### config.mk
export PLATFORM = sky130hd
export DESIGN_NAME = sd_pic_sched_flat
export DESIGN_NICKNAME = d
export VERILOG_FILES = /design/src/rtl/sd_pic_sched_if.sv /design/src/rtl/sd_pic_sched.sv /design/src/flat_wrapper.sv
export SDC_FILE = /design/constraint.sdc
export NUM_CORES = 1
export LEC_CHECK = 0
export ABC_AREA = 1
export BUFFER_PORTS_ARGS = -buffer_cell sky130_fd_sc_hd__buf_2
export CORE_UTILIZATION = 32
export CTS_BUF_LIST = sky130_fd_sc_hd__clkbuf_4
export DETAILED_ROUTE_END_ITERATION = 8
export SYNTH_ARGS = -nofsm -noshare
export SYNTH_HDL_FRONTEND = slang
export SYNTH_SLANG_ARGS = --single-unit
export TNS_END_PERCENT = 1
### constraint.sdc
create_clock -name SD_clk -period 1.8 [get_ports SD_clk]
set_input_delay 0.09 -clock SD_clk [delete_from_list [all_inputs] [get_ports SD_clk]]
set_output_delay 0.09 -clock SD_clk [all_outputs]
set_load 0.005 [all_outputs]
### src/rtl/sd_pic_sched_if.sv
// Sector request handshake between the picture scheduler (master) and the CMD17 read engine (slave).
interface sd_pic_sched_if;
  logic        rd_req;
  logic [31:0] rd_sec;
  logic        rd_ack;
  logic        rd_done;

  modport master (output rd_req, output rd_sec, input rd_ack, input rd_done);
  modport slave  (input rd_req, input rd_sec, output rd_ack, output rd_done);
endinterface

### src/rtl/sd_pic_sched.sv
// Picture loader: issues one SD sector read at a time from a selected base, throttled by fifo_afull,
// with per-sector timeout/retry. Define SD_SCHED_LOOP_EN for continuous picture replay.
module sd_pic_sched #(
  parameter logic [11:0] SEC_LEN   = 12'd3072,
  parameter logic [31:0] BASE0     = 32'd16448,
  parameter logic [31:0] BASE1     = 32'd19520,
  parameter logic [31:0] BASE2     = 32'd39928,
  parameter logic [31:0] BASE3     = 32'd43000,
  parameter logic [7:0]  GAP_CYC   = 8'd16,
  parameter logic [21:0] TMO_CYC   = 22'd4000000,
  parameter logic [1:0]  MAX_RETRY = 2'd3
) (
  input  logic           SD_clk,
  input  logic           rst,
  input  logic           start,
  input  logic [1:0]     pic_sel,
  input  logic           abort,
  input  logic           fifo_afull,
  sd_pic_sched_if.master rd,
  output logic           busy,
  output logic [11:0]    sec_cnt,
  output logic           frame_done,
  output logic           err
);

  typedef enum logic [2:0] {S_IDLE, S_SPACE, S_REQ, S_WAIT, S_GAP, S_DONE, S_ERR} state_e;

  state_e      state_q, state_d;
  logic [31:0] rd_sec_q;
  logic [11:0] sec_cnt_q;
  logic [1:0]  retry_q;
  logic [21:0] timer_q;
  logic [7:0]  gap_q;
  logic        abort_q;
`ifdef SD_SCHED_LOOP_EN
  logic [1:0]  pic_q;
  logic        fdone_pulse_q;
`endif

  function automatic logic [31:0] base_of(input logic [1:0] sel);
    case (sel)
      2'd0:    base_of = BASE0;
      2'd1:    base_of = BASE1;
      2'd2:    base_of = BASE2;
      default: base_of = BASE3;
    endcase
  endfunction

  logic can_start, sec_ok, tmo, gap_end, frame_full, abort_any, retry_ok;

  assign can_start  = start && (state_q == S_IDLE || state_q == S_DONE || state_q == S_ERR);
  // An ack and done in the same cycle count the sector directly from REQ.
  assign sec_ok     = (state_q == S_REQ && rd.rd_ack && rd.rd_done) || (state_q == S_WAIT && rd.rd_done);
  assign tmo        = (state_q == S_WAIT) && !rd.rd_done && (timer_q == TMO_CYC - 22'd1);
  assign gap_end    = (state_q == S_GAP) && (gap_q == GAP_CYC - 8'd1);
  assign frame_full = (sec_cnt_q == SEC_LEN);
  assign abort_any  = abort_q || abort;
  assign retry_ok   = (retry_q < MAX_RETRY);

  always_ff @(posedge SD_clk) begin
    if (rst) state_q <= S_IDLE;
    else     state_q <= state_d;
  end

  always_comb begin
    state_d = state_q;
    case (state_q)
      S_IDLE, S_DONE, S_ERR: if (start) state_d = S_SPACE;
      S_SPACE: begin
        if (abort)            state_d = S_IDLE;
        else if (!fifo_afull) state_d = S_REQ;
      end
      S_REQ: begin
        if (rd.rd_ack)  state_d = rd.rd_done ? S_GAP : S_WAIT;
        else if (abort) state_d = S_IDLE;
      end
      S_WAIT: begin
        if (rd.rd_done) state_d = S_GAP;
        else if (tmo)   state_d = retry_ok ? S_GAP : S_ERR;
      end
      S_GAP: begin
        if (gap_end) begin
          if (abort_any)       state_d = S_IDLE;
`ifdef SD_SCHED_LOOP_EN
          else if (frame_full) state_d = S_SPACE;
`else
          else if (frame_full) state_d = S_DONE;
`endif
          else                 state_d = S_SPACE;
        end
      end
      default: state_d = S_IDLE;
    endcase
  end

  always_ff @(posedge SD_clk) begin
    if (rst) begin
      rd_sec_q  <= '0;
      sec_cnt_q <= '0;
      retry_q   <= '0;
      timer_q   <= '0;
      gap_q     <= '0;
      abort_q   <= 1'b0;
`ifdef SD_SCHED_LOOP_EN
      pic_q         <= '0;
      fdone_pulse_q <= 1'b0;
`endif
    end else begin
      timer_q <= (state_q == S_WAIT) ? timer_q + 22'd1 : '0;
      gap_q   <= (state_q == S_GAP) ? gap_q + 8'd1 : '0;
      if (can_start) begin
        rd_sec_q  <= base_of(pic_sel);
        sec_cnt_q <= '0;
        retry_q   <= '0;
        abort_q   <= 1'b0;
      end
      if (sec_ok) begin
        if (!frame_full) sec_cnt_q <= sec_cnt_q + 12'd1;
        rd_sec_q <= rd_sec_q + 32'd1;
        retry_q  <= '0;
      end else if (tmo && retry_ok) begin
        retry_q <= retry_q + 2'd1;
      end
      // Abort after the request is accepted waits for the sector to finish.
      if (state_q == S_WAIT || state_q == S_GAP || (state_q == S_REQ && rd.rd_ack))
        abort_q <= abort_q | abort;
`ifdef SD_SCHED_LOOP_EN
      fdone_pulse_q <= 1'b0;
      if (can_start) pic_q <= pic_sel;
      if (gap_end && !abort_any && frame_full) begin
        rd_sec_q      <= base_of(pic_q);
        sec_cnt_q     <= '0;
        fdone_pulse_q <= 1'b1;
      end
`endif
    end
  end

  always_comb begin
    busy = !(state_q == S_IDLE || state_q == S_DONE || state_q == S_ERR);
    err  = (state_q == S_ERR);
`ifdef SD_SCHED_LOOP_EN
    frame_done = fdone_pulse_q;
`else
    frame_done = (state_q == S_DONE);
`endif
  end

  assign rd.rd_req = (state_q == S_REQ);
  assign rd.rd_sec = rd_sec_q;
  assign sec_cnt   = sec_cnt_q;

endmodule

### src/flat_wrapper.sv
// flat-port wrapper written by rule: the top's interface ports become plain ports
module sd_pic_sched_flat 
#(
  parameter logic [11:0] SEC_LEN   = 12'd3072,
  parameter logic [31:0] BASE0     = 32'd16448,
  parameter logic [31:0] BASE1     = 32'd19520,
  parameter logic [31:0] BASE2     = 32'd39928,
  parameter logic [31:0] BASE3     = 32'd43000,
  parameter logic [7:0]  GAP_CYC   = 8'd16,
  parameter logic [21:0] TMO_CYC   = 22'd4000000,
  parameter logic [1:0]  MAX_RETRY = 2'd3
)
  (SD_clk, rst, start, pic_sel, abort, fifo_afull, busy, sec_cnt, frame_done, err, rd_rd_req, rd_rd_sec, rd_rd_ack, rd_rd_done);
  sd_pic_sched_if rd_i ();
  input  logic SD_clk;
  input  logic rst;
  input  logic start;
  input  logic [1:0] pic_sel;
  input  logic abort;
  input  logic fifo_afull;
  output logic busy;
  output logic [11:0] sec_cnt;
  output logic frame_done;
  output logic err;
  output wire logic [$bits(rd_i.rd_req)-1:0] rd_rd_req;
  output wire logic [$bits(rd_i.rd_sec)-1:0] rd_rd_sec;
  input wire logic [$bits(rd_i.rd_ack)-1:0] rd_rd_ack;
  input wire logic [$bits(rd_i.rd_done)-1:0] rd_rd_done;
  assign rd_rd_req = rd_i.rd_req;
  assign rd_rd_sec = rd_i.rd_sec;
  assign rd_i.rd_ack = rd_rd_ack;
  assign rd_i.rd_done = rd_rd_done;
  sd_pic_sched #(.SEC_LEN(SEC_LEN), .BASE0(BASE0), .BASE1(BASE1), .BASE2(BASE2), .BASE3(BASE3), .GAP_CYC(GAP_CYC), .TMO_CYC(TMO_CYC), .MAX_RETRY(MAX_RETRY)) u_core (.SD_clk(SD_clk), .rst(rst), .start(start), .pic_sel(pic_sel), .abort(abort), .fifo_afull(fifo_afull), .rd(rd_i), .busy(busy), .sec_cnt(sec_cnt), .frame_done(frame_done), .err(err));
endmodule
# ---- Yosys cells after proc, flatten, opt, wreduce, memory -nomap -nowiden
# Index checks and enable logic that the tools add are counted.
dict set report totals {
  regBits 80
  inputBits 9
  output_inout_bits 48
  elab_cells 81
}
dict set report classes {
  addsub 5
  magnitude_cmp 1
  eq_ne 16
  n_mux 23
  bitwise 3
  reduce_logical 26
}
# operator n
set ops {}
lappend ops {{$mux 32} 2}
lappend ops {{$pmux 16 s3} 1}
lappend ops {{$mux 12} 3}
lappend ops {{$mux 3} 11}
lappend ops {{$add 32x1->32 const B} 1}
lappend ops {{$add 22x1->22 const B} 1}
lappend ops {{$eq 22x22->1 const B} 1}
lappend ops {{$pmux 3 s5} 1}
lappend ops {{$add 12x1->12 const B} 1}
lappend ops {{$eq 12x12->1 const B} 1}
lappend ops {{$eq 3x3->1 const B} 3}
lappend ops {{$add 8x1->8 const B} 1}
lappend ops {{$eq 8x4->1 const B} 1}
lappend ops {{$logic_and 1x1->1} 8}
lappend ops {{$eq 3x2->1 const B} 2}
lappend ops {{$logic_or 1x1->1} 6}
lappend ops {{$mux 2} 3}
lappend ops {{$ne 3x2->1 const B} 2}
lappend ops {{$reduce_bool 2->1} 3}
lappend ops {{$reduce_or 2->1} 3}
lappend ops {{$reduce_and 5->1} 1}
lappend ops {{$eq 3x1->1 const B} 1}
lappend ops {{$logic_not 3->1} 1}
lappend ops {{$ne 3x3->1 const B} 1}
lappend ops {{other kinds (12)} 15}

# ---- Longest topological paths before layout
dict set report logic_depth {
  depth_word 7
  mapped_depth 12
  ltp_nobuf 12
}

# ---- Worst setup path before layout
# Ideal clock, no wire load.
dict set report synth_path {
  kind {flip-flop to flip-flop}
  start {register u_core.rd_sec_q[0] (netlist: u_core.rd.rd_sec[0])}
  end {register u_core.rd_sec_q[18] (netlist: u_core.rd.rd_sec[18])}
  setup_time_ps 116
  arrival_ps 1468
  required_ps 1684
  slack_ps 216
  path_stages_with_launch 11
  period_less_slack_ps 1584
  path_cell_list {dfxtp_1 ha_1 nand2_1 nor2_4 nand2_1 nor2_1 inv_1 nor2_1 nand2_1 o21ai_0 nor2_1}
}
dict set report synth_via {
  elab_chain_len 2
}
# element line
set synth_rtl {}
lappend synth_rtl {{start, declared} sd_pic_sched.sv:29} ;# logic [31:0] rd_sec_q;
lappend synth_rtl {{start signal, assigned} sd_pic_sched.sv:112} ;# rd_sec_q <= base_of(pic_sel);
lappend synth_rtl {{start signal, assigned} sd_pic_sched.sv:119} ;# rd_sec_q <= rd_sec_q + 32'd1;
lappend synth_rtl {{$add 32x1->32} sd_pic_sched.sv:119}
lappend synth_rtl {{$mux 32} sd_pic_sched.sv:117} ;# if (sec_ok) begin
# Every way passes these cells.
# A chain may end at the register's enable or synchronous reset.

# ---- Worst setup path after layout
dict set report layout_path {
  start {register u_core.rd_sec_q[0] (netlist: u_core.rd.rd_sec[0])}
  end {register u_core.rd_sec_q[24] (netlist: u_core.rd.rd_sec[24])}
}
# Same word-level chain as after synthesis.

==> results.toml <==
[synthesis]
synth.area.top_cells = "dfxtp_1, nand2_1, nor2_1"
synth_warnings = 0
synth_fp_nets = 730
ys_types = 36
synthesis.area_um2 = 4580
synthCells = 711
synth.yosys.seq_area_share = 0.349
yosys.area.top_type = "dfxtp_1"
yosysTopAreaCellShare = 0.349
synth-seq-cells = 80
syn_avg_cell_area_um2 = 6.45

[power_and_ir_drop]
switchingPower_mw = 1.68
power_mw = 4.77
switching_share = 0.352
pwr_density_cell_nw_per_um2 = 871
pwr-share-seq = 0.433
pwr-share-clk = 0.260
power_leakage_nw = 2.25
p_int_mw = 3.09
p_comb_frac = 0.307
vdd_drop_max_uv = 394

[timing]
clock-skew-final_ns = 0.0138
post-route-period-util = 0.916
report.final.slew_viol_count = 0
setup_viol = 0
worst_slew_pin_slew_ns = 0.364
fmax_mhz = 607
hold_violations = 0
rsz0062_at_grt = "no"
fin_tns_setup_ns = 0
max_slew_margin = 0.757
layout_min_cycle_time_ns = 1.65

[run]
drv_cap = 0

[critical_path]
critPathSlowestCell = "dfxtp_2"
rr_worst_depth = 10
crit_path_end_kind = "flip-flop"
arrival_ns = 2.02
rrSetupSlack_ns = 0.15
max_stage_delay_ns = 0.38
critPathLaunchType = "flip-flop"
r2r_end = "u_core.rd.rd_sec[24]"
crit_chain = "ha_1, nand2_1, nor2_4, nand2_1, nor2_4, and2b_1, nand2_1, nor2_2, nand2_1, o21ai_1"
crit_path_frequent_cell = "nand2_1"
critPathRequiredTime_ns = 2.17
startpoint = "u_core.rd.rd_sec[0]"
critPathMaxFanout = 5
worstSetupPathType = "flip-flop to flip-flop"
crit_end = "u_core.rd.rd_sec[24]"
worstReg2RegStart = "u_core.rd.rd_sec[0]"

[placement]
hpwlAfterDp_um = 9200
place_area_um2 = 5280
numPortBuffers = 56
place_congestion = 0.872

[run_status]
outcome = "finished, final reports clean"

[final_layout]
finalNetCount = 817
final_area_um2 = 5480
drive_gt1_frac = 0.177
num-fill-cells = 1484
multi_input_area_um2 = 2580
syn2layout_area_growth_pct = 19.5
seq_area_um2 = 1610

[floorplan]
start_util = 0.329
rows = 43
io_pins = 57
die_w_um = 122
dieArea_um2 = 14800
coreArea_um2 = 13900
die_h_um = 122

[cts]
root_buffer = "clkbuf_4"
clk_pin_slew_worst_paths_ns = 0.13
cts_buffers = 9
cts_setup_buffers = 0
clkLatencyLatePin_ns = 0.42
cts_sinks = 80
cts_buffer_depth = 2
htreeDepth = 3
cts_tree = "done"

[drt]
drt-initial-drc-count = 380
post_drt_wl_per_cell_um = 12.3
num_vias = 4686
drcViolationCount = 0
ant_nets = 0
drtPass1Iterations = 4
routed_wl_um = 12100
routed_via_density = 4.76

[grt]
grt_first_pass_wirelength_um = 19600
antenna_found_initial = 1
grt_use_total = 0.168
grt_max_degree = 31
grt_pass1_vias = 4008
grt_overflow_total = 0

[worst_hold_path]
hold_class = "input pin to flip-flop"
==> cell type report <==
class | instances | area share
multi-input combinational | 526 | 0.471
sequential | 80 | 0.293
clock inverter | 4 | 0.0126
clock buffer | 12 | 0.0164
timing repair buffer | 90 | 0.103
tap | 180 | 0.0411
antenna | 1 | 0.000457
inverter | 91 | 0.0623
==> flip-flops by register name, summed over array words and instances (netlist names) <==
name	count
u_core.sec_cnt	12
u_core.abort_q	1
u_core.timer_q	22
u_core.rd.rd_sec	32
u_core.gap_q	8
u_core.state_q	3
u_core.retry_q	2
==> critical path, delay by kind of cell (launching register included) <==
family / cells / cell delay, ns
simple gates: 8 / 0.99
flops: 1 / 0.38
fa+ha+maj: 1 / 0.16
compound gates: 1 / 0.06
==> cell usage in the layout (no fill, tap or decap), drive strengths merged, types with 5 or more instances in the layout <==
cell | Yosys | layout
nand2 | 164 | 164
o21ai | 44 | 44
a21oi | 48 | 48
dfxtp | 80 | 80
clkbuf | 4 | 12
buf | 10 | 89
nor3 | 20 | 20
nand3b | 5 | 5
nor2 | 108 | 108
nand4 | 25 | 25
ha | 10 | 10
xor2 | 7 | 7
or2 | 8 | 8
nand3 | 67 | 67
inv | 90 | 90
==> cells by family after synthesis <==
logic type,share of synthesized area
AOI/OAI and AO/OA,0.122
xor gates and xnor gates,0.0153
adders and majority gates,0.0273
buffers and inverters,0.0931
DFF,0.349
and+or+nand+nor,0.393
==> layer usage <==
metal | GRT usage | routed length [um] | vias to the layer above
met5 | 0 | 0 | -
met2 | 0.249 | 5170 | 92
met3 | 0.0342 | 531 | 10
met1 | 0.245 | 6310 | 2072
met4 | 0.0471 | 116 | 0
li1 | - | - | 2512
==> power by group through the flow <==
stage / clock network (mW) / registers, mW / logic (mW)
5_1_grt: 1.36 / 2.10 / 1.64
3_3_place_gp: 0 / 2.10 / 1.47
2_1_floorplan: 0 / 2.12 / 0.856
4_1_cts: 1.28 / 2.07 / 1.47
3_5_place_dp: 0 / 2.11 / 1.46
6_report: 1.24 / 2.07 / 1.46
==> what timing repair did <==
item	4_1_cts	5_1_grt
hold buffers	1	0
endpoints found under the setup margin	0	20
hold endpoints to repair	1	0
gates resized for setup	0	11
==> synthesized netlist by cell type (all sizes together) <==
| library cell | count |
|---|---|
| a21boi | 2 |
| a21oi | 48 |
| a31oi | 3 |
| and2b | 1 |
| buf | 10 |
| clkbuf | 4 |
| clkinv | 1 |
| dfxtp | 80 |
| ha | 10 |
| inv | 90 |
| nand2 | 164 |
| nand3 | 67 |
| nand3b | 5 |
| nand4 | 25 |
| nor2 | 108 |
| nor3 | 20 |
| nor3b | 3 |
| o211ai | 3 |
| o21a | 3 |
| o21ai | 44 |
| o21bai | 1 |
| o22ai | 2 |
| or2 | 8 |
| or3 | 1 |
| xnor2 | 1 |
| xor2 | 7 |
==> stage by stage <==
stage | instances | hold WS [ns] | util | setup slack (ns)
floorplan | 711 | 0.261 | - | 0.216
global placement | 966 | 0.403 | 0.379 | 0.119
detailed placement | 966 | 0.415 | 0.379 | 0.0650
CTS | 983 | 0.0652 | 0.391 | 0.0411
global route | 984 | 0.110 | 0.393 | 0.00894
finish | 984 | 0.0888 | 0.393 | 0.152
==> worst min-delay path by stage <==
stage               depth (start not counted)       from              endpoint
floorplan                                   3        rst     u_core.retry_q[0]
global placement                            3      abort        u_core.abort_q
detailed placement                          3      abort        u_core.abort_q
CTS                                         5  rd_rd_ack        u_core.abort_q
global route                                3        rst  u_core.rd.rd_sec[29]
finish                                      5  rd_rd_ack        u_core.abort_q
Note: power is estimated with default switching activity, not from simulation.
